<file path="src/rtl/fifo_pkg.sv">
// Shared definitions for the fifo drain / UART transmit slice.
// Holds the FSM state encodings and the default word width.
package fifo_pkg;

    localparam int DEFAULT_DATA_WIDTH = 8;

    typedef enum logic [2:0] {
        ST_IDLE  = 3'd0,
        ST_READ  = 3'd1,
        ST_LATCH = 3'd2,
        ST_START = 3'd3,
        ST_DATA  = 3'd4,
        ST_STOP  = 3'd5
    } uart_state_t;

endpackage

</file>
<file path="src/rtl/fifo_uart_tx_if.sv">
// Read-side handshake between a fifo and the UART drain stage.
// The drain stage is the master: it issues pops and consumes data.
interface fifo_uart_tx_if #(
    parameter int DATA_WIDTH = fifo_pkg::DEFAULT_DATA_WIDTH
);
    logic                  fifo_empty;
    logic [DATA_WIDTH-1:0] fifo_data;
    logic                  fifo_rd_en;

    modport master (
        input  fifo_empty,
        input  fifo_data,
        output fifo_rd_en
    );

    modport slave (
        output fifo_empty,
        output fifo_data,
        input  fifo_rd_en
    );
endinterface

</file>
<file path="src/rtl/uart_baud_gen.sv">
// Bit-period counter: counts 0..CLKS_PER_BIT-1 and ticks on the wrap.
// tick_early flags the cycle before the wrap so the caller can register a last-cycle pulse.
module uart_baud_gen #(
    parameter int CLKS_PER_BIT = 868
) (
    input  logic clk,
    input  logic rst_n,
    input  logic clear,
    output logic tick,
    output logic tick_early
);
    localparam int CNT_W = $clog2(CLKS_PER_BIT);

    logic [CNT_W-1:0] count;

    always_ff @(posedge clk or negedge rst_n) begin
        if (!rst_n) begin
            count <= '0;
        end else if (clear || tick) begin
            count <= '0;
        end else begin
            count <= count + 1'b1;
        end
    end

    assign tick       = (count == CNT_W'(CLKS_PER_BIT - 1));
    assign tick_early = (count == CNT_W'(CLKS_PER_BIT - 2));
endmodule

</file>
<file path="src/rtl/fifo_uart_tx.sv">
// Pops words from an upstream fifo and serialises each one as UART 8N1, LSB first.
// Every pin-facing output is a flop loaded from the next-state decode, so it tracks the state register exactly.
module fifo_uart_tx #(
    parameter int DATA_WIDTH   = fifo_pkg::DEFAULT_DATA_WIDTH,
    parameter int CLKS_PER_BIT = 868
) (
    input  logic                  clk,
    input  logic                  rst_n,
    input  logic                  en,
    fifo_uart_tx_if.master        fifo,
    output logic                  tx,
    output logic                  busy,
    output logic                  tx_done
);
    import fifo_pkg::*;

    localparam int BIT_W = $clog2(DATA_WIDTH) + 1;

    uart_state_t           state, state_next;
    logic [DATA_WIDTH-1:0] shift_reg, shift_next;
    logic [BIT_W-1:0]      bit_idx, bit_idx_next;
    logic                  baud_clear, tick, tick_early;
    logic                  tx_d, rd_en_d, busy_d, tx_done_d;
    logic                  rd_en_q;

    uart_baud_gen #(
        .CLKS_PER_BIT(CLKS_PER_BIT)
    ) u_baud (
        .clk        (clk),
        .rst_n      (rst_n),
        .clear      (baud_clear),
        .tick       (tick),
        .tick_early (tick_early)
    );

    always_ff @(posedge clk or negedge rst_n) begin
        if (!rst_n) begin
            state     <= ST_IDLE;
            shift_reg <= '0;
            bit_idx   <= '0;
            tx        <= 1'b1;
            rd_en_q   <= 1'b0;
            busy      <= 1'b0;
            tx_done   <= 1'b0;
        end else begin
            state     <= state_next;
            shift_reg <= shift_next;
            bit_idx   <= bit_idx_next;
            tx        <= tx_d;
            rd_en_q   <= rd_en_d;
            busy      <= busy_d;
            tx_done   <= tx_done_d;
        end
    end

    always_comb begin
        state_next   = state;
        shift_next   = shift_reg;
        bit_idx_next = bit_idx;

        case (state)
            ST_IDLE: begin
                if (en && !fifo.fifo_empty) state_next = ST_READ;
            end
            ST_READ: begin
                state_next = ST_LATCH;
            end
            ST_LATCH: begin
                shift_next = fifo.fifo_data;
                state_next = ST_START;
            end
            ST_START: begin
                bit_idx_next = '0;
                if (tick) state_next = ST_DATA;
            end
            ST_DATA: begin
                if (tick) begin
                    shift_next   = shift_reg >> 1;
                    bit_idx_next = bit_idx + 1'b1;
                    if (bit_idx == BIT_W'(DATA_WIDTH - 1)) state_next = ST_STOP;
                end
            end
            ST_STOP: begin
                if (tick) state_next = (en && !fifo.fifo_empty) ? ST_READ : ST_IDLE;
            end
            default: begin
                state_next = ST_IDLE;
            end
        endcase

        // Restart the bit period on every state entry so no phase carries across states.
        baud_clear = (state_next != state) || (state == ST_IDLE);

        tx_d = 1'b1;
        if (state_next == ST_START)     tx_d = 1'b0;
        else if (state_next == ST_DATA) tx_d = shift_next[0];

        rd_en_d   = (state_next == ST_READ);
        busy_d    = (state_next != ST_IDLE);
        tx_done_d = (state == ST_STOP) && tick_early;
    end

    assign fifo.fifo_rd_en = rd_en_q;
endmodule
</file>
<file path="src/flat_wrapper.sv">
// flat-port wrapper written by rule: the top's interface ports become plain ports
module fifo_uart_tx_flat import fifo_pkg::*;
#(
    parameter int DATA_WIDTH   = fifo_pkg::DEFAULT_DATA_WIDTH,
    parameter int CLKS_PER_BIT = 868
)
  (clk, rst_n, en, tx, busy, tx_done, fifo_fifo_empty, fifo_fifo_data, fifo_fifo_rd_en);
  fifo_uart_tx_if #(.DATA_WIDTH(DATA_WIDTH)) fifo_i ();
  input  logic clk;
  input  logic rst_n;
  input  logic en;
  output logic tx;
  output logic busy;
  output logic tx_done;
  input wire logic [$bits(fifo_i.fifo_empty)-1:0] fifo_fifo_empty;
  input wire logic [$bits(fifo_i.fifo_data)-1:0] fifo_fifo_data;
  output wire logic [$bits(fifo_i.fifo_rd_en)-1:0] fifo_fifo_rd_en;
  assign fifo_i.fifo_empty = fifo_fifo_empty;
  assign fifo_i.fifo_data = fifo_fifo_data;
  assign fifo_fifo_rd_en = fifo_i.fifo_rd_en;
  fifo_uart_tx #(.DATA_WIDTH(DATA_WIDTH), .CLKS_PER_BIT(CLKS_PER_BIT)) u_core (.clk(clk), .rst_n(rst_n), .en(en), .fifo(fifo_i), .tx(tx), .busy(busy), .tx_done(tx_done));
endmodule
</file>
<file path="config.mk">
export PLATFORM = sky130hd
export DESIGN_NAME = fifo_uart_tx_flat
export DESIGN_NICKNAME = d
export VERILOG_FILES = /design/src/rtl/fifo_pkg.sv /design/src/rtl/fifo_uart_tx_if.sv /design/src/rtl/uart_baud_gen.sv /design/src/rtl/fifo_uart_tx.sv /design/src/flat_wrapper.sv
export SDC_FILE = /design/constraint.sdc
export NUM_CORES = 1
export LEC_CHECK = 0
export ABC_CLOCK_PERIOD_IN_PS = 2600
export CAP_MARGIN = 15
export CORE_ASPECT_RATIO = 0.6
export CORE_MARGIN = 3
export CORE_UTILIZATION = 50
export DETAILED_ROUTE_END_ITERATION = 8
export PLACE_DENSITY = 0.73
export SLEW_MARGIN = 10
export SYNTH_ARGS = -nofsm -noshare
export SYNTH_HDL_FRONTEND = slang
export SYNTH_SLANG_ARGS = --single-unit
</file>
<file path="constraint.sdc">
create_clock -name clk -period 2.6 [get_ports clk]
set_input_delay 0.78 -clock clk [delete_from_list [all_inputs] [get_ports clk]]
set_output_delay 0.78 -clock clk [all_outputs]
set_load 0.01 [all_outputs]
</file>
==> flow_summary.ini, run 1 <==
[timing]
max_slew_margin_pct = 52.8
tightestPinTransition_ns = 0.703
clock_skew_ns = 0.00674
drv_slew = 0
fin_crit_sh_pct = 84.8
grt_setup_unrepaired = no
hold_violations = 0
max_freq_ghz = 0.454
finalSetupViolations = 0
setup_tns_ns = 0
fin_crit_ns = 2.20

[clocking]
clkLatencyLatePin_ns = 0.28
cts_resized = 0
clockRootBuffer = clkbuf_8
cts_buffers = 5
post_cts_buffers = 0
cts_htree_levels = 2
cts_tree = built
path_clk_slew_ns = 0.06
holdBufCountCts = 0
cts_sinks = 29
ctsLongestPathBuffers = 2

[floorplanning]
core_mm2 = 0.00257
die_area_mm2 = 0.00346
ios = 16
die_h_um = 46.8
start_util_pct = 53.9
die_width_um = 74.0
num_rows = 14

[logic_synthesis]
syn_area_per_cell_um2 = 10.1
ys_seq_elements = 29
synthFlopType = dfrtp_1
synth_top_family_by_area = simple AND/OR/NAND/NOR gates
yosys.area_share.simple_pct = 23.4
synth_edf_count = 0
synthXorXnorAreaFrac_pct = 6.31
ys_warn_count = 0
yosysUniqueCellTypes = 33
synthMuxAreaShare_pct = 2.16
synth-async-reset-ratio_pct = 100
synthCells = 138
syn_nets = 153
yosysSeqAreaShare_pct = 52.4
synth-adder-area-share_pct = 2.71
synth-compound-area-share_pct = 9.92
netlist_area_mm2 = 0.00139

[final_layout]
final_common_cell = dfrtp_1
areaGrowthSynthToFinish_pct = 20.3
final_area_mm2 = 0.00167
diodes = 0
final_layout_size_suffix_gt1_share_pct = 8.13
nets = 174
most-common-layout-cells = 28 x dfrtp_1, 21 x nand2_1, 19 x nor2_1
utilization_pct = 64.8
largest_register_ff_count = 10

[setup_path]
ff2ff_path_depth = 5
arrival_ns = 2.40
worstReg2RegEnd = u_core.tx
crit_path_end_kind = register
path_max_fanout = 13
r2r-start = u_core.u_baud.count[2]
critPathLaunchType = register
path_class = reg -> reg
r2r_slack_ns = 0.40
cp.required_ns = 2.79
crit_path_end = u_core.tx
cp-startpoint = u_core.u_baud.count[2]

[global_routing]
globalRouteOverflowTotal = 0
grt.total_usage_pct = 18.2
antenna_found_initial = 0
grt_pass1_vias = 998
grt_pass1_wl_um = 4530
grt_max_degree = 30

[placed_design]
dp.final_hpwl_um = 1970
gp_congestion = 0.778
dpl-instance-area_mm2 = 0.00158
numPortBuffers = 15

[route]
routedWlPerCell_um = 13.9
viasPerCell = 5.35
dr.pass1.iters = 4
ant_nets = 0
routed_wl_um = 2670
vias = 1028
drt_iter0_drc = 64
remaining_drc_errors = 0

[power]
p_total_mw = 1.20
peakVddDrop_mv = 0.386
powerDensity_mw_per_mm2 = 716
leakage_nw = 0.733

[run_status]
status = completed

[worst_hold_path]
min_path_type = reg -> reg

[job]
cap_violations = 0
-- worst max-delay path: stages, from the launching register on --
cell,delay (ns)
dfrtp_1,0.44
and4bb_4,0.41
and4_1,0.53
mux2i_1,0.21
or3_1,0.40
a2bb2oi_1,0.13
-- per-stage QoR --
step,instances,hold WS [ns],setup WS [ns]
3_5_place_dp,184,0.458,0.350
3_3_place_gp,184,0.450,0.417
4_1_cts,192,0.471,0.405
5_1_grt,192,0.497,0.222
2_1_floorplan,138,0.440,0.634
6_report,192,0.469,0.396
-- how the worst min path moves through the flow --
stage / start / to / cells after the start
6_report: u_core.shift_reg[5] / u_core.shift_reg[5] / 2
5_1_grt: u_core.shift_reg[1] / u_core.shift_reg[1] / 2
4_1_cts: u_core.shift_reg[5] / u_core.shift_reg[5] / 2
3_5_place_dp: u_core.shift_reg[5] / u_core.shift_reg[5] / 2
3_3_place_gp: u_core.shift_reg[4] / u_core.shift_reg[4] / 2
2_1_floorplan: u_core.shift_reg[1] / u_core.shift_reg[1] / 2
-- cell type report --
class	count	area [µm²]
clock buffers	8	90.1
fillers	211	906
inverters	6	22.5
multi-input cells	99	617
flip-flops and latches	29	727
well taps	32	40.0
repair buffers	18	173
-- synthesized netlist by cell type (all sizes together), types with 4 or more instances --
library cell | count | area (µm²)
nand2 | 21 | 78.8
inv | 6 | 22.5
xor2 | 5 | 43.8
dfrtp | 28 | 701
o21ai | 4 | 20.0
nand3 | 6 | 30.0
nor2b | 4 | 25.0
a22oi | 6 | 45.0
nor2 | 19 | 71.3
xnor2 | 5 | 43.8
-- metal layers --
metal	up-vias	global-route usage (%)	share of wire, %
li1	516	-	-
met1	492	25.0	49
met2	15	27.1	45
met3	5	6.20	4.6
met4	0	6.50	1.1
met5	-	0	0
-- cell families (layout without fill, tap and decap cells) --
group                      after synthesis  after routing
xor gates and xnor gates                10             10
and+or+nand+nor                         64             64
adders and majority gates                3              3
AOI/OAI and AO/OA                       19             19
muxes                                    3              3
buffers and inverters                   10             32
DFF                                     29             29
-- power breakdown --
group | switching, mW | internal, mW
Combinational | 0.101 | 0.106
Sequential | 0.0824 | 0.535
Clock | 0.156 | 0.215
Total | 0.339 | 0.856
Note: power is estimated with default switching activity, not from simulation.
==> run 2: changes to the inputs <==
ABC_CLOCK_PERIOD_IN_PS = 1800   (was 2600)
CORE_UTILIZATION = 49   (was 50)
PLACE_DENSITY = 0.75   (was 0.73)
clock period = 1.8 ns   (was 2.6 ns; I/O delays follow)
==> run 2 against run 1 <==
Global-route usage increased by 1.2 points. Clock skew decreased by 0.0045 ns. Register-to-register slack got worse by 0.33 ns. Worst hold slack improved by 0.0016 ns. Clock power increased by 36%. Sequential share of layout area decreased by 3.0 points. Via count increased by 6.7%. First-iteration DRC count increased by 31%. Critical endpoint unchanged. Combinational power increased by 130%. Core utilization increased by 4.6 points. Non-clock buffer count increased by 12.
==> flow_summary.ini, run 2 (synthesized netlist as in run 1, its figures left out) <==
[floorplanning]
die_width_um = 74.7
num_rows = 14
die_h_um = 47.2
start_util_pct = 53.5
core_mm2 = 0.00259
ios = 16
die_area_mm2 = 0.00353

[power]
switching_share_pct = 29.6
pwr-share-seq_pct = 46.7
powerDensity_mw_per_mm2 = 1020
peakVddDrop_mv = 0.756
internal-power_mw = 1.30
combPwrFrac_pct = 25.8
clkPwrFrac_pct = 27.4
p_total_mw = 1.84
p_sw_mw = 0.547
leakage_nw = 0.796

[global_routing]
grt_pass1_vias = 998
globalRouteOverflowTotal = 0
antenna_found_initial = 0
grt.total_usage_pct = 19.3
grt_max_degree = 30
grt_pass1_wl_um = 4790

[final_layout]
largest_register_ff_count = 10
diodes = 0
n_fill_cell = 200
most-common-layout-cells = 26 x dfrtp_1, 21 x nand2_1, 19 x nor2_1
nets = 186
utilization_pct = 69.4
final_common_cell = dfrtp_1
areaGrowthSynthToFinish_pct = 29.7
seq_area_um2 = 729
final_area_mm2 = 0.00180
final_layout_size_suffix_gt1_share_pct = 18.6
finalNonFillerCells = 204
multiInputGateArea_um2 = 666

[clocking]
cts_htree_levels = 2
clkLatencyLatePin_ns = 0.28
cts_tree = built
ctsLongestPathBuffers = 2
clockRootBuffer = clkbuf_8
path_clk_slew_ns = 0.06
cts_sinks = 29
cts_buffers = 5

[route]
ant_nets = 0
routed_wl_um = 3010
vias = 1097
remaining_drc_errors = 0
dr.pass1.iters = 4
drt_iter0_drc = 84
viasPerCell = 5.38
routedWlPerCell_um = 14.7

[placed_design]
gp_congestion = 0.834
numPortBuffers = 15
dpl-instance-area_mm2 = 0.00166
dpl.cell_count = 194
pre_cts_ws_ns = -0.215
dp.final_hpwl_um = 2210

[timing]
drv_slew = 0
fin_ws_ns = 0.0657
max_slew_margin_pct = 52.6
fin_crit_ns = 1.73
setup_tns_ns = 0
clock_skew_ns = 0.00224
hold_ws_ns = 0.470
fin_crit_sh_pct = 96.4
max_freq_ghz = 0.577
tightestPinTransition_ns = 0.707
hold_violations = 0
grt_setup_unrepaired = yes
finalSetupViolations = 0

[worst_hold_path]
hold_depth = 2
min_path_type = reg -> reg

[job]
cap_violations = 0

[setup_path]
path_max_fanout = 6
path_cells = and4bb_4 > and4_4 > mux2i_4 > or3_1 > a2bb2oi_1
ff2ff_path_depth = 5
crit_path_end_kind = register
critPathSlowestCell = dfrtp_1
critPathLaunchType = register
critPathMaxStageDelay_ns = 0.39
cp.required_ns = 2.00
path_class = reg -> reg
arrival_ns = 1.93

[run_status]
status = completed
[run 2: layout make-up]
| type | instances | share of cell area (%) |
|---|---|---|
| flip-flops and latches | 29 | 40.5 |
| multi-input cells | 99 | 37.0 |
| repair buffers | 30 | 14.5 |
| clock buffers | 8 | 4.45 |
| well taps | 32 | 2.23 |
| inverters | 6 | 1.25 |
[run 2: repair_timing]
action	4_1_cts	5_1_grt
pin swaps	0	5
setup buffers	0	2
hold endpoints to repair	0	0
gates cloned	0	0
endpoints found under the setup margin	3	3
resized for setup	3	10
hold buffers	0	0
[run 2: critical path, delay by kind of cell (launching register included)]
kind,cells,cell delay (ns)
AO/OA/AOI/OAI,1,0.14
flip-flops,1,0.39
multiplexers,1,0.08
AND/OR/NAND/NOR,3,1.04
[run 2: power by group through the flow]
stage	Combinational, mW	Sequential (mW)	Clock [mW]
after global routing	0.528	0.876	0.541
after floorplan	0.225	0.874	0
final	0.476	0.862	0.506
after CTS	0.448	0.859	0.511
after global placement	0.415	0.849	0
after detailed placement	0.437	0.863	0
[run 2: final timing paths]
check,from,endpoint,slack (ns)
min in group asynchronous,rst_n,u_core.busy,0.64
worst min register to register,u_core.shift_reg[2],u_core.shift_reg[2],0.47
worst min-delay path,u_core.shift_reg[2],u_core.shift_reg[2],0.47
max in group asynchronous,rst_n,u_core.tx,0.85
worst max register to register,u_core.u_baud.count[7],u_core.tx,0.07
worst max-delay path,u_core.u_baud.count[7],u_core.tx,0.07
[run 2: per-layer routing]
layer  global-route usage [%]  vias up  wire length [µm]  part of all wire (%)
met4                     4.26        0                21                  0.70
met2                     30.0       20              1350                    45
met1                     25.6      535              1480                    49
li1                         -      537                 -                     -
met5                        0        -                 0                     0
met3                     8.33        5               155                   5.2
==> run 3: changes to the inputs <==
SETUP_SLACK_MARGIN = 0.2   (was not set)
==> run 3 against run 2 <==
Maximum frequency rose by 0.20%. Largest cell class unchanged. Wire length decreased by 2.8%. Critical path type unchanged. Sequential share of layout area down 0.25 points. Total power down 0.98%.
==> flow_summary.ini, run 3 (synthesized netlist as in run 1, its figures left out) <==
[global_routing]
grt.total_usage_pct = 19.6
antenna_found_initial = 0
grt_pass1_vias = 1032
grt_pass1_wl_um = 4920
grt_max_degree = 30
globalRouteOverflowTotal = 0

[floorplanning]
core_mm2 = 0.00259
die_h_um = 47.2
die_width_um = 74.7
ios = 16
die_area_mm2 = 0.00353
num_rows = 14
start_util_pct = 53.5

[placed_design]
numPortBuffers = 15
dpl.cell_count = 195
gp_congestion = 0.812
pre_cts_ws_ns = -0.243
dp.final_hpwl_um = 2110

[setup_path]
path_max_fanout = 5
cp.required_ns = 1.97
crit_path_end_kind = register
critPathLaunchType = register
path_class = reg -> reg
arrival_ns = 1.90

[clocking]
holdBufCountCts = 0
cts_tree = built
path_clk_slew_ns = 0.06
clkLatencyLatePin_ns = 0.28
cts_htree_levels = 2
cts_sinks = 29
cts_buffers = 5
ctsLongestPathBuffers = 2
clockRootBuffer = clkbuf_8

[final_layout]
most-common-layout-cells = 28 x dfrtp_1, 20 x nand2_1, 19 x nor2_1
areaGrowthSynthToFinish_pct = 30.0
final_common_cell = dfrtp_1
final_layout_size_suffix_gt1_share_pct = 18.9
utilization_pct = 69.6
largest_register_ff_count = 10
finalNonFillerCells = 207
n_fill_cell = 194
nets = 189
diodes = 0

[timing]
fin_crit_sh_pct = 96.2
drv_slew = 0
max_slew_margin_pct = 71.2
grt_setup_unrepaired = yes
max_freq_ghz = 0.578
setup_tns_ns = 0
clock_skew_ns = 0.00601
hold_ws_ns = 0.469
finalSetupViolations = 0
fin_ws_ns = 0.0692
fin_crit_ns = 1.73
hold_violations = 0
tightestPinTransition_ns = 0.432

[route]
dr.pass1.iters = 4
routed_wl_um = 2920
remaining_drc_errors = 0
drt_iter0_drc = 81
vias = 1094
ant_nets = 0
routedWlPerCell_um = 14.1
viasPerCell = 5.29

[power]
powerDensity_mw_per_mm2 = 1010
leakage_nw = 0.818
peakVddDrop_mv = 0.798

[worst_hold_path]
min_path_type = reg -> reg

[run_status]
status = completed

[job]
cap_violations = 0
run 3: changes by cell type in the layout (fill, tap and decap cells not counted), sizes merged:
cell           previous run  this run
buf                      15        18
clkbuf                    8         7
clkdlybuf4s15             0         1
clkdlybuf4s50            14        11
clkinv                    0         1
dlygate4sd2               1         3
run 3: repair_timing:
item | CTS | global route
pin swaps | 5 | 4
endpoints found under the setup margin | 9 | 18
setup buffers | 4 | 0
gates resized for setup | 7 | 5
cloned | 0 | 0
run 3: through the flow:
stage / total power, mW / area, µm²
2_1_floorplan: 1.10 / 1400
3_3_place_gp: 1.29 / 1680
3_5_place_dp: 1.31 / 1680
4_1_cts: 1.83 / 1790
5_1_grt: 1.94 / 1800
6_report: 1.83 / 1800
run 3: metal layers:
metal	track usage, %	up-vias	part of all wire (%)
met5	0	-	0
met1	26.4	520	49
li1	-	548	-
met3	5.98	5	4.6
met2	29.5	21	45
met4	9.22	0	1.4
run 3: final timing paths:
path | start | endpoint | slack (ns) | depth (start not counted)
worst max-delay path | u_core.u_baud.count[2] | u_core.busy | 0.07 | 5
worst min-delay path | u_core.shift_reg[6] | u_core.shift_reg[6] | 0.47 | 2
worst max register to register | u_core.u_baud.count[2] | u_core.busy | 0.07 | 5
worst min register to register | u_core.shift_reg[6] | u_core.shift_reg[6] | 0.47 | 2
max in group asynchronous | rst_n | u_core.tx | 0.95 | 2
min in group asynchronous | rst_n | u_core.busy | 0.62 | 2
run 3: critical path: stages, from the launching register on:
cell,delay [ns]
dfrtp_1,0.38
and4bb_4,0.38
o2111ai_1,0.12
a22o_1,0.26
or2_1,0.26
or2_1,0.22
run 3: area by class of cell:
type | count | area, µm² | share of cell area (%)
flip-flops and latches | 29 | 727 | 40.3
multi-input cells | 99 | 636 | 35.2
repair buffers | 33 | 298 | 16.5
clock buffers | 7 | 76.3 | 4.23
well taps | 32 | 40.0 | 2.22
inverters | 6 | 22.5 | 1.25
clock inverters | 1 | 5.00 | 0.277
run 3: report_power, final:
part           internal [mW]  switching, mW  total, mW  leakage (nW)
Clock                  0.270          0.238      0.508        0.0422
Sequential             0.773         0.0665      0.839         0.357
Combinational          0.256          0.222      0.478         0.419
